## config.mk

```make
export PLATFORM = sky130hd
export DESIGN_NAME = yarp_fetch
export DESIGN_NICKNAME = d
export VERILOG_FILES = /design/src/rtl/yarp_fetch.sv
export SDC_FILE = /design/constraint.sdc
export NUM_CORES = 1
export LEC_CHECK = 0
export BUFFER_PORTS_ARGS = -buffer_cell sky130_fd_sc_hd__buf_2
export CORE_MARGIN = 3
export CORE_UTILIZATION = 35
export CTS_BUF_LIST = sky130_fd_sc_hd__clkbuf_8
export DETAILED_ROUTE_END_ITERATION = 12
export HOLD_SLACK_MARGIN = 0.06
export PLACE_DENSITY_LB_ADDON = 0.2
export SLEW_MARGIN = 20
export SYNTH_ARGS = -nofsm -noshare
export SYNTH_HDL_FRONTEND = slang
export SYNTH_SLANG_ARGS = --single-unit
```

## constraint.sdc

```tcl
create_clock -name clk -period 3.8 [get_ports clk]
set_input_delay 0.57 -clock clk [delete_from_list [all_inputs] [get_ports clk]]
set_output_delay 0.57 -clock clk [all_outputs]
set_load 0.01 [all_outputs]
```

## src/rtl/yarp_fetch.sv

```systemverilog
// yarp RV32I instruction fetch: owns the PC, issues one outstanding imem read,
// and buffers the returned word for decode with an opcode legality pre-check.
module yarp_fetch #(
    parameter logic [31:0] RESET_PC = 32'h0000_0000
) (
    input  logic        clk,
    input  logic        reset,
    output logic        imem_req_o,
    output logic [31:0] imem_addr_o,
    input  logic        imem_gnt_i,
    input  logic        imem_rvalid_i,
    input  logic [31:0] imem_rdata_i,
    input  logic        redirect_i,
    input  logic [31:0] redirect_pc_i,
    output logic        instr_valid_o,
    output logic [31:0] instr_o,
    output logic [31:0] instr_pc_o,
    output logic        instr_illegal_o,
    input  logic        instr_ready_i
);

    typedef enum logic [1:0] {ST_REQ, ST_WAIT, ST_HOLD} state_t;

    state_t      state, state_nxt;
    logic [31:0] pc, pc_nxt;
    logic [31:0] req_pc, req_pc_nxt;
    logic        discard, discard_nxt;
    logic        valid_nxt;
    logic [31:0] instr_nxt;
    logic [31:0] ipc_nxt;
    logic        ill_nxt;
    logic [31:0] redirect_tgt;

    assign redirect_tgt = {redirect_pc_i[31:2], 2'b00};

    function automatic logic is_illegal(input logic [31:0] w);
        case (w[6:0])
            7'h33, 7'h03, 7'h13, 7'h67, 7'h37,
            7'h17, 7'h23, 7'h63, 7'h6F: return 1'b0;
            default:                    return 1'b1;
        endcase
    endfunction

    // Request side is combinational from state/pc, forced low while in reset.
    assign imem_req_o  = !reset && (state == ST_REQ);
    assign imem_addr_o = reset ? 32'h0 : pc;

    always_comb begin
        state_nxt   = state;
        pc_nxt      = pc;
        req_pc_nxt  = req_pc;
        discard_nxt = discard;
        valid_nxt   = instr_valid_o;
        instr_nxt   = instr_o;
        ipc_nxt     = instr_pc_o;
        ill_nxt     = instr_illegal_o;

        case (state)
            ST_REQ: begin
                if (imem_gnt_i) begin
                    req_pc_nxt  = pc;
                    state_nxt   = ST_WAIT;
                    // a redirect alongside the grant makes the in-flight word stale
                    discard_nxt = redirect_i;
                end
                if (redirect_i) pc_nxt = redirect_tgt;
            end
            ST_WAIT: begin
                if (redirect_i) begin
                    pc_nxt = redirect_tgt;
                    if (imem_rvalid_i) begin
                        discard_nxt = 1'b0;
                        state_nxt   = ST_REQ;
                    end else begin
                        discard_nxt = 1'b1;
                    end
                end else if (imem_rvalid_i) begin
                    if (discard) begin
                        discard_nxt = 1'b0;
                        state_nxt   = ST_REQ;
                    end else begin
                        valid_nxt = 1'b1;
                        instr_nxt = imem_rdata_i;
                        ipc_nxt   = req_pc;
                        ill_nxt   = is_illegal(imem_rdata_i);
                        pc_nxt    = req_pc + 32'd4;
                        state_nxt = ST_HOLD;
                    end
                end
            end
            ST_HOLD: begin
                if (redirect_i || (instr_valid_o && instr_ready_i)) begin
                    valid_nxt = 1'b0;
                    state_nxt = ST_REQ;
                    if (redirect_i) pc_nxt = redirect_tgt;
                end
            end
            default: state_nxt = ST_REQ;
        endcase

        if (redirect_i) valid_nxt = 1'b0;
    end

    always_ff @(posedge clk) begin
        if (reset) begin
            state           <= ST_REQ;
            pc              <= RESET_PC;
            req_pc          <= 32'h0;
            discard         <= 1'b0;
            instr_valid_o   <= 1'b0;
            instr_o         <= 32'h0;
            instr_pc_o      <= 32'h0;
            instr_illegal_o <= 1'b0;
        end else begin
            state           <= state_nxt;
            pc              <= pc_nxt;
            req_pc          <= req_pc_nxt;
            discard         <= discard_nxt;
            instr_valid_o   <= valid_nxt;
            instr_o         <= instr_nxt;
            instr_pc_o      <= ipc_nxt;
            instr_illegal_o <= ill_nxt;
        end
    end

endmodule

```

After elaboration in Yosys (flattened, before gate mapping):

Cells that the tools add are included.

* output and inout port bits: 99
* logic and storage cells: 68
* input bits: 70
* bits in registers: 133

* $add $sub $neg: 1
* bitwise logic cells: 2
* equal/unequal tests: 17
* multiplexer cells: 24
* reduce and logical (&&, ||, !) cells: 16

Operator list (count)
* 32-bit two-way mux: 6
* 32-bit one-hot mux with 3 select lines: 1
* 32-bit by 3-bit adder with 32-bit output, second input constant: 1
* 7-bit by 6-bit equality test with 1-bit output, second input constant: 3
* 7-bit equality test, second input constant: 3
* 7-bit by 5-bit equality test with 1-bit output, second input constant: 2
* 2-bit two-way mux: 6
* 4-bit AND reduction: 3
* 9-bit OR reduction: 1
* 1-bit two-way mux: 8
* 2-bit != test, second input constant: 4
* 7-bit by 2-bit equality test with 1-bit output, second input constant: 1
* 3-bit != test, second input constant: 2
* 2-bit one-hot mux with 3 select lines: 1
* 3-bit AND reduction: 2
* 1-bit one-hot mux with 2 select lines: 2
* 2-bit nonzero test: 2
* 3-bit nonzero test: 1
* 2-bit by 1-bit equality test with 1-bit output, second input constant: 1
* 2-bit equality test, second input constant: 1
* 1-bit logical AND: 2
* 2-bit zero test: 1
* 1-bit inverter: 2
* 2-bit AND reduction: 1
* other kinds (3): 3

Depth between registers and ports, before layout:

* depth in word-level cells: 5
* depth in mapped cells: 8
* mapped depth without buffers: 6

Least setup slack after synthesis:

Ideal clock, no wire load.

* path kind: input -> output
* from: in reset
* to: out imem_addr_o[11]
* buffers on the path: 3
* arrival time: 1505 ps
* slack: 1725 ps
* required time: 3230 ps
* stages: 4
* cell sequence: clkbuf_1 -> clkbuf_1 -> clkbuf_1 -> nor2b_1

* cells in the longest elaborated chain, start to end: 1

Ends and longest elaborated chain
* start: declaration: RTL line 7 `input logic reset,`
* 32-bit two-way mux: RTL line 46 `assign imem_addr_o = reset ? 32'h0 : pc;`
* end: declaration: RTL line 9 `output logic [31:0] imem_addr_o,`

No other way between the ends.

Worst setup path in the final report:

* from: reg state[0]
* to: reg pc[19]

* cells in the longest elaborated chain, start to end: 3
* elaborated cells between the ends (all ways): 9
* those cells by class: eq/ne (5); mux (1); reduce/logical (3)

Ends and longest elaborated chain
* start: declaration: RTL line 24 `state_t state, state_nxt;`
* start signal: assignment: RTL line 115 `state <= state_nxt;`
* 2-bit by 1-bit equality test with 1-bit output, or another cell as far along: RTL line 58 `case (state)`
* 3-bit != test (no line), or another cell as far along
* 4-bit AND reduction (no line)
* end signal: assignment: RTL line 116 `pc <= pc_nxt;`
* end: declaration: RTL line 25 `logic [31:0] pc, pc_nxt;`

Parallel ways exist; a longest one is shown, timed or not.
A chain may end at the register's enable or synchronous reset.

==> flow_metrics.tcl <==
set metrics [dict create \
    slew_headroom_pct 40.1 \
    ys_warn_count 0 \
    required_ns 4.13 \
    first_global_vias 5145 \
    drive_above_1_share_pct 24.7 \
    root_buffer "clkbuf_8" \
    p_clk_share_pct 36.3 \
    hold_buffers 0 \
    cts_buffers 17 \
    endpoint_kind "flip-flop" \
    start_util_pct 36.0 \
    fin_crit_sh_pct 59.2 \
    numClockSinks 133 \
    tightest_slew_ns 0.896 \
    synthFlopType "dfxtp_1" \
    p_per_area_nw_per_um2 392 \
    area_delta_synth_final_pct 22.0 \
    p_leak_nw 2.86 \
    seq_area_frac_synth_pct 46.5 \
    clockBufferDepth 2 \
    synth-async-reset-ratio_pct 0 \
    synthTopCellsByArea "dfxtp_1 46%, nand2_1 14%, a21oi_1 9.2%, nor2b_1 3.7%, xor2_1 3.1%" \
    dp_hpwl_mm 11.3 \
    switching_share_pct 26.3 \
    hold_viol_final 0 \
    placed_cells 1059 \
    fin_tns_setup_ns 0 \
    p_sw_mw 0.720 \
    synth_edf_count 0 \
    cts_tree "built" \
    critical_path.n_buffers_inverters 0 \
    crit_arrival_ns 2.58 \
    drc 0 \
    antennaDiodeCount 0 \
    routedWlPerCell_um 15.4 \
    cts-resized-gates 0 \
    final_cell_area_sq_um 6990 \
    floorplan.core_area_sq_um 15900 \
    cap_violations 0 \
    whs_ns 0.367 \
    clk_transition_reported_paths_ns 0.07 \
    ys_types 53 \
    final_nets 933 \
    die-width_um 134 \
    internal_power_mw 2.02 \
    die_h_um 134 \
    grt_overflow 0 \
    antenna_found_initial 0 \
    critPathMaxStageDelay_ns 0.50 \
    place_area_sq_um 6680 \
    cpLargestDelayFamily "simple AND/OR/NAND/NOR gates" \
    rsz0062_at_grt "false" \
    period_needed_ns 2.25 \
    power_mw 2.74 \
    routabilityCongestion 0.770 \
    status "finished clean" \
    viasPerCell 4.94 \
    ys_seq_elements 133 \
    crit_chain "nor3b_4, nand2_2, nor2_1, a32oi_1, o211ai_1" \
    dr_total_vias 5379 \
    htree_levels 4 \
    die_area_sq_um 17900 \
    synth_top_cell_by_area "dfxtp_1" \
    grt_usage_pct 18.3 \
    synth_cells 725 \
    clk_latency_ns 0.43 \
    irDropWorstVdd_uv 192 \
    combPwrFrac_pct 9.6 \
    grt_max_degree 64 \
    postRouteAntennaNets 0 \
    crit_fanout 29 \
    startpoint_type "flip-flop" \
    ios 169 \
    dr.pass1.iters 5 \
    skew_ns 0.00922 \
    max_freq_mhz 444 \
    synth.top_cell.area_share_pct 46.5 \
    syn_avg_cell_area_sq_um 7.91 \
    finalMaxSlewViolations 0 \
    sequentialPowerShare_pct 54.1 \
    instances_no_fill 1088 \
    drt_iter0_markers 384 \
    rows 46 \
    cpMaxStageDelayCell "dfxtp_1" \
    grt_pass1_wl_mm 26.5 \
    io_buffers 166 \
    synth_nets 796 \
    hp-class "in2reg" \
    syn-cell-area_sq_um 5730 \
    wirelength_mm 16.7 \
    crit_type "reg2reg" \
    setup_viol 0 \
    postCtsSetupBuffers 0 \
]
-- cells in the mapped netlist (4+ instances only) --
| master | n |
|---|---|
| xor2_1 | 20 |
| o211ai_1 | 4 |
| a21oi_1 | 105 |
| inv_1 | 4 |
| nand3_1 | 16 |
| o21ai_1 | 14 |
| nor2_1 | 20 |
| o21ai_0 | 8 |
| clkbuf_1 | 31 |
| dfxtp_1 | 133 |
| nand4_1 | 13 |
| a22oi_1 | 14 |
| and3_1 | 5 |
| buf_2 | 21 |
| nand2b_1 | 4 |
| nor2b_1 | 34 |
| nand2_1 | 213 |
| xnor2_1 | 5 |
| a21o_1 | 4 |
| a211oi_1 | 6 |
-- final cells by class --
type	instances	area, sq um
Multi-Input combinational cell	531	2810
Clock buffer	20	275
Tap cell	216	270
Timing Repair Buffer	175	913
Sequential cell	133	2660
Clock inverter	9	42.5
Inverter	4	15.0
Fill cell	1695	8950
-- cells in the final DEF (no fill, tap or decap), drive strengths merged, types with 6 or more instances in the layout --
master | synthesis | routed
nand2 | 213 | 213
buf | 26 | 175
dfxtp | 133 | 133
a21oi | 105 | 105
nor2b | 34 | 34
nor2 | 22 | 22
o21ai | 22 | 22
xor2 | 20 | 20
clkbuf | 31 | 20
nand3 | 16 | 16
nand4 | 15 | 15
a22oi | 14 | 14
inv | 4 | 8
a211oi | 6 | 6
-- routing by layer --
layer  track usage, %  up-vias  wire length, um
met5                0        -                0
met4             4.11        0              109
met3             4.46        6              955
met2             30.4      133             7970
met1             24.2     2521             7680
li1                 -     2719                -
-- state kept, by name, summed over array words and instances (netlist names) --
name / cells
instr_valid_o: 1
pc: 32
instr_pc_o: 32
req_pc: 32
instr_o: 32
state: 2
instr_illegal_o: 1
discard: 1
-- per-stage QoR --
stage / worst slack, ns / utilization, %
finish: 1.55 / 43.9
global route: 1.34 / 43.9
CTS: 1.54 / 43.9
detailed placement: 1.39 / 41.9
global placement: 1.38 / 41.9
floorplan: 1.73 / -
-- path summary, 6_finish.rpt --
| check | from | end | slack, ns | cells past startpoint |
|---|---|---|---|---|
| hold / removal | redirect_pc_i[22] | pc[22] | 0.37 | 3 |
| setup / recovery | state[0] | pc[19] | 1.55 | 5 |
| hold reg to reg | instr_o[3] | instr_o[3] | 0.45 | 2 |
| setup reg to reg | state[0] | pc[19] | 1.55 | 5 |
-- logic make-up (layout without fill, tap and decap cells) --
group	Yosys count	count (layout)	synth area share, %
and+or+nand+nor	330	330	27.2
muxes	2	2	0.349
DFF	133	133	46.5
buffers and inverters	61	208	4.65
adders and majority gates	1	1	0.218
xor gates and xnor gates	25	25	3.82
AOI/OAI and AO/OA	173	173	17.3
-- power by group through the flow --
stage | Combinational (mW) | Sequential (mW) | Clock [mW]
after CTS | 0.268 | 1.48 | 1.02
final | 0.263 | 1.48 | 0.995
after global placement | 0.267 | 1.51 | 0
after floorplan | 0.168 | 1.50 | 0
after detailed placement | 0.266 | 1.51 | 0
after global routing | 0.294 | 1.49 | 1.09
-- tightest hold or removal path, delay by kind of cell --
family / cells / cell delay (ns)
AOI/OAI and AO/OA: 2 / 0.11
buffers and inverters: 1 / 0.07
No activity file was read; power rests on OpenSTA's default activity.
